$ cat src/rtl/dcache_responder.sv
`default_nettype none
// ============================================================================
//  Module      : dcache_responder
//  Description : Direct-mapped, write-back, write-allocate data cache between
//                the pipeline MEM stage and a 128-bit block memory. Hits are
//                served with zero stall; misses stall until the line is
//                refilled (after a write-back when the victim is dirty).
//                Optional feature macro: DCACHE_PERF_CNT_EN adds the
//                hit_cnt / miss_cnt performance counter outputs.
//  Revision    : 1.0 - initial release
// ============================================================================
module dcache_responder #(
    parameter int INDEX_W    = 3,
    parameter int ADDR_W     = 30,
    parameter int BLK_ADDR_W = 28
) (
    input  logic                  clk,
    input  logic                  rst,
    input  logic                  proc_ren,
    input  logic                  proc_wen,
    input  logic [ADDR_W-1:0]     proc_addr,
    input  logic [31:0]           proc_wdata,
    output logic [31:0]           proc_rdata,
    output logic                  proc_stall,
    output logic                  mem_read,
    output logic                  mem_write,
    output logic [BLK_ADDR_W-1:0] mem_addr,
    output logic [127:0]          mem_wdata,
    input  logic [127:0]          mem_rdata,
    input  logic                  mem_ready
`ifdef DCACHE_PERF_CNT_EN
    ,
    output logic [31:0]           hit_cnt,
    output logic [31:0]           miss_cnt
`endif
);

    localparam int c_LINES = 2 ** INDEX_W;
    localparam int c_TAG_W = ADDR_W - 2 - INDEX_W;

    typedef enum logic [1:0] {
        S_COMPARE   = 2'd0,
        S_WRITEBACK = 2'd1,
        S_ALLOCATE  = 2'd2
    } state_t;

    state_t                  r_state;
    logic [c_LINES-1:0]      r_valid;
    logic [c_LINES-1:0]      r_dirty;
    logic [c_TAG_W-1:0]      r_tag  [c_LINES];
    logic [127:0]            r_data [c_LINES];
    // Block address of the miss being serviced; survives a dropped request.
    logic [BLK_ADDR_W-1:0]   r_miss_addr;

    logic [INDEX_W-1:0]      w_idx;
    logic [c_TAG_W-1:0]      w_tag;
    logic [1:0]              w_off;
    logic                    w_req;
    logic                    w_hit;
    logic [127:0]            w_line;
    logic [31:0]             w_word;
    logic [INDEX_W-1:0]      w_miss_idx;
    logic [c_TAG_W-1:0]      w_miss_tag;

    assign w_off      = proc_addr[1:0];
    assign w_idx      = proc_addr[INDEX_W+1:2];
    assign w_tag      = proc_addr[ADDR_W-1:INDEX_W+2];
    assign w_req      = proc_ren | proc_wen;
    assign w_hit      = r_valid[w_idx] && (r_tag[w_idx] == w_tag);
    assign w_line     = r_data[w_idx];
    assign w_word     = w_line[{w_off, 5'b0} +: 32];
    assign w_miss_idx = r_miss_addr[INDEX_W-1:0];
    assign w_miss_tag = r_miss_addr[BLK_ADDR_W-1:INDEX_W];

    // A request stalls unless it hits while the controller is idle-comparing.
    assign proc_stall = w_req && !((r_state == S_COMPARE) && w_hit);
    // Write has priority, so read data is only driven for a pure read.
    assign proc_rdata = (proc_ren && !proc_wen) ? w_word : 32'd0;

    // Controller FSM with registered memory-side outputs and line status bits.
    always_ff @(posedge clk or posedge rst) begin
        if (rst) begin
            r_state     <= S_COMPARE;
            mem_read    <= 1'b0;
            mem_write   <= 1'b0;
            mem_addr    <= '0;
            mem_wdata   <= '0;
            r_valid     <= '0;
            r_dirty     <= '0;
            r_miss_addr <= '0;
        end else begin
            case (r_state)
                S_COMPARE: begin
                    if (w_req) begin
                        if (w_hit) begin
                            if (proc_wen) begin
                                r_dirty[w_idx] <= 1'b1;
                            end
                        end else begin
                            r_miss_addr <= proc_addr[ADDR_W-1:2];
                            if (r_valid[w_idx] && r_dirty[w_idx]) begin
                                r_state   <= S_WRITEBACK;
                                mem_write <= 1'b1;
                                mem_addr  <= {r_tag[w_idx], w_idx};
                                mem_wdata <= w_line;
                            end else begin
                                r_state  <= S_ALLOCATE;
                                mem_read <= 1'b1;
                                mem_addr <= proc_addr[ADDR_W-1:2];
                            end
                        end
                    end
                end
                S_WRITEBACK: begin
                    if (mem_ready) begin
                        r_state   <= S_ALLOCATE;
                        mem_write <= 1'b0;
                        mem_read  <= 1'b1;
                        mem_addr  <= r_miss_addr;
                    end
                end
                S_ALLOCATE: begin
                    if (mem_ready) begin
                        r_state             <= S_COMPARE;
                        mem_read            <= 1'b0;
                        r_valid[w_miss_idx] <= 1'b1;
                        r_dirty[w_miss_idx] <= 1'b0;
                    end
                end
                default: begin
                    r_state <= S_COMPARE;
                end
            endcase
        end
    end

    // Tag and data storage: refill writes the whole line, write hits one word.
    always_ff @(posedge clk) begin
        if ((r_state == S_ALLOCATE) && mem_ready) begin
            r_data[w_miss_idx] <= mem_rdata;
            r_tag[w_miss_idx]  <= w_miss_tag;
        end else if ((r_state == S_COMPARE) && proc_wen && w_hit) begin
            r_data[w_idx][{w_off, 5'b0} +: 32] <= proc_wdata;
        end
    end

`ifdef DCACHE_PERF_CNT_EN
    // Performance counters: served hits per cycle and misses per FSM departure.
    always_ff @(posedge clk or posedge rst) begin
        if (rst) begin
            hit_cnt  <= 32'd0;
            miss_cnt <= 32'd0;
        end else if ((r_state == S_COMPARE) && w_req) begin
            if (w_hit) begin
                hit_cnt <= hit_cnt + 32'd1;
            end else begin
                miss_cnt <= miss_cnt + 32'd1;
            end
        end
    end
`endif

endmodule
`default_nettype wire

$ cat config.mk
export PLATFORM = sky130hd
export DESIGN_NAME = dcache_responder
export DESIGN_NICKNAME = d
export VERILOG_FILES = /design/src/rtl/dcache_responder.sv
export SDC_FILE = /design/constraint.sdc
export NUM_CORES = 2
export LEC_CHECK = 0
export ABC_AREA = 1
export CORE_MARGIN = 4
export CORE_UTILIZATION = 30
export DETAILED_ROUTE_END_ITERATION = 6
export GPL_ROUTABILITY_DRIVEN = 1
export PLACE_DENSITY_LB_ADDON = 0.25
export SYNTH_ARGS = -nofsm -noshare
export SYNTH_HDL_FRONTEND = slang
export SYNTH_SLANG_ARGS = --single-unit
export TNS_END_PERCENT = 5
$ cat constraint.sdc
create_clock -name clk -period 7.47 [get_ports clk]
set_clock_uncertainty 0.05 [all_clocks]
set_input_delay 1.8675 -clock clk [delete_from_list [all_inputs] [get_ports clk]]
set_output_delay 1.8675 -clock clk [all_outputs]
set_load 0.01 [all_outputs]
==> flow_summary.yaml <==
status:
  status: "finished with violations"
  violations: "negative setup slack"
power_and_ir_drop:
  vdd_ir_drop_max_uv: 189.7
  total_power_mw: 22.52
  powerDensity_nw_per_um2: 314.8
  p_leak_nw: 26.11
critical_path:
  cp-end-kind: "output port"
  criticalPathCategory: "in -> out"
  timing.rr.start: "r_tag[5][6]$_DFFE_PP_"
  crit_start: "proc_addr[4]"
  critical_path.max_fanout: 24
  required_ps: 5550
  startpoint_type: "primary input"
  critical_path_arrival_ps: 5570
synthesis:
  yosys_most_used_dff: "edfxtp_1"
  syn_nets: 4683
  synthArstFlopShare_pct: 14.29
  syn_inst: 4484
  ys_seq_elements: 1428
  ys_seq_area_share_pct: 72.81
  synth_cell_types: 42
  synth_edf_count: 1224
  avgSynthCellArea_um2: 12.82
  syn_area_um2: 57490
  ys_warn_count: 0
global_routing:
  overflow: 0
  grt_pass1_wl_um: 302800
  track_usage_pct: 21.48
  grt_pass1_vias: 38890
  grt_start_max_net_pins: 111
  antenna_found_initial: 10
sta:
  report.final.setup_viol: 1
  maxSlewHeadroom_pct: 23.84
  hold_viol: 0
  min_period_ps: 7492
  holdWs_ps: 404.2
  setup_slack_ps: -22.38
  worstMarginPinSlew_ps: 1135
  grt_setup_unrepaired: "yes"
  max_freq_mhz: 133.5
  fin_crit_sh_pct: 100.3
  drv_slew: 0
layout:
  layout.nets: 5248
  fillers: 18310
  area_delta_synth_final_pct: 24.47
  drive_above_1_share_pct: 12.80
route:
  drt_first_iter_violations: 4551
  firstDrtPassIters: 6
  vias: 39950
  viasPerCell: 5.193
  drt-total-wl_um: 218900
  antenna_left: 0
  route.detailed.drc: 0
  routedWlPerCell_um: 28.45
cts:
  clock_latency_ps: 790
  h-tree-depth: 4
  clkSlewWorstSetupHoldPaths_ps: 60
  root_buffer: "clkbuf_16"
  clockBufferDepth: 3
  cts.sinks: 1428
  cts_buffers: 154
  cts_hold_buf: 0
  cts_tree: "built"
flow_run:
  drv_cap: 0
floorplan:
  fp.dieW_um: 445.8
  core.rowCount: 160
  die-height_um: 445.8
  io_pins: 386
  core_um2: 190400
  fp.dieArea_um2: 198700
  initial_utilization_pct: 30.20
place:
  io_buffers: 385
  globalplace.congestion: 0.8733
  dp_hpwl_um: 148000
worst_hold_path:
  min_from: "r_valid[4]$_DFFE_PP0P_"
  hold_path_class: "reg -> reg"
==> power by group <==
group	internal (mW)	switching, mW
registers	10.0	0.607
clock network	4.36	3.32
logic	1.60	2.62
total	16.0	6.55
==> through the flow <==
| stage | setup slack [ps] | TNS, ps | instance area (um^2) | utilization, % | instances |
|---|---|---|---|---|---|
| after global placement | -304.0 | -304.7 | 66430 | 34.89 | 7400 |
| after global routing | -92.00 | -102.3 | 71550 | 37.58 | 7691 |
| after floorplan | 1612 | 0 | 57500 | - | 4484 |
| after detailed placement | -280.2 | -280.2 | 66430 | 34.89 | 7400 |
| final | -22.38 | -22.38 | 71560 | 37.59 | 7694 |
| after CTS | 9.547 | 0 | 71530 | 37.57 | 7688 |
==> path summary, 6_finish.rpt <==
check,end,slack (ps),cells after the start
worst min register to register,r_valid[4]$_DFFE_PP0P_,400,2
max in group asynchronous,mem_wdata[27]$_DFFE_PP0P_,4370,4
min in group asynchronous,mem_write$_DFFE_PP0P_,1330,2
worst max-delay path,proc_rdata[24],-20,13
worst min-delay path,r_valid[4]$_DFFE_PP0P_,400,2
worst max register to register,r_data[3][117]$_DFFE_PP_,3090,18
==> synth_stat cells (42+ instances only) <==
library cell | count | share of area (%)
edfxtp_1 | 1224 | 64
nand2_1 | 1055 | 6.9
inv_1 | 312 | 2.0
nand3_1 | 238 | 2.1
dfrtp_1 | 204 | 8.9
nor2_1 | 167 | 1.1
a22oi_1 | 145 | 1.9
clkbuf_1 | 140 | 0.91
nand4_1 | 125 | 1.4
a221oi_1 | 120 | 1.8
a22o_1 | 106 | 1.6
o21ai_0 | 104 | 0.91
o211ai_1 | 90 | 1.2
a21oi_1 | 87 | 0.76
o21ai_1 | 78 | 0.68
mux2_2 | 56 | 1.1
buf_2 | 51 | 0.44
buf_1 | 42 | 0.27
==> layout by cell type, fill, tap and decap left out, types with 103 or more instances in the layout <==
cell	n
o21ai_0	103
nand3_1	238
a22o_1	106
clkbuf_16	157
nand4_1	125
dfrtp_1	204
clkdlybuf4s50_1	380
nor2_1	120
a221oi_1	120
edfxtp_1	1224
nand2_1	1055
buf_4	233
inv_1	310
a22oi_1	145
==> flip-flops by register name, summed over array words and instances (netlist names) <==
name / flops
r_dirty: 8
mem_read: 1
mem_write: 1
r_valid: 8
mem_wdata: 128
mem_addr: 28
r_tag: 200
r_state: 2
r_miss_addr: 28
r_data: 1024
==> logic make-up after synthesis <==
| family | after synthesis | share of synthesized area (%) |
|---|---|---|
| flops | 1428 | 72.81 |
| simple gates | 1613 | 11.79 |
| mux | 80 | 1.567 |
| buf+inv | 585 | 4.283 |
| compound gates | 774 | 9.469 |
| fa+ha+maj | 4 | 0.08705 |
==> area by class of cell <==
type	count	area, um^2	area share, %
tap	2511	3142	4.390
timing repair buffer	673	6716	9.386
antenna	4	10.01	0.01399
clock buffer	211	4262	5.955
inverter	321	1220	1.705
clock inverter	75	828.3	1.157
sequential	1428	41860	58.50
multi-input combinational	2471	13520	18.90
==> routing by layer <==
| metal | track usage, % | share of wire, % | vias up |
|---|---|---|---|
| li1 | - | - | 17470 |
| met3 | 3.378 | 6.8 | 338 |
| met2 | 34.88 | 47 | 1787 |
| met1 | 28.42 | 41 | 20360 |
| met5 | 0 | 0.0037 | - |
| met4 | 9.600 | 5.1 | 2 |
==> timing repair <==
item	CTS	global route
setup buffers	2	2
resized for setup	4	1
pin swaps	1	1
setup endpoints to repair	2	5
==> critical path: stages <==
cell	delay, ps
clkdlybuf4s50_1	680
inv_2	160
nand2_1	220
nor2_4	60
buf_12	160
buf_12	170
buf_4	210
a22o_1	220
a221oi_1	250
nand4_1	390
o211ai_1	420
a21oi_1	170
clkdlybuf4s50_1	560
(Power assumes the default switching activity.)
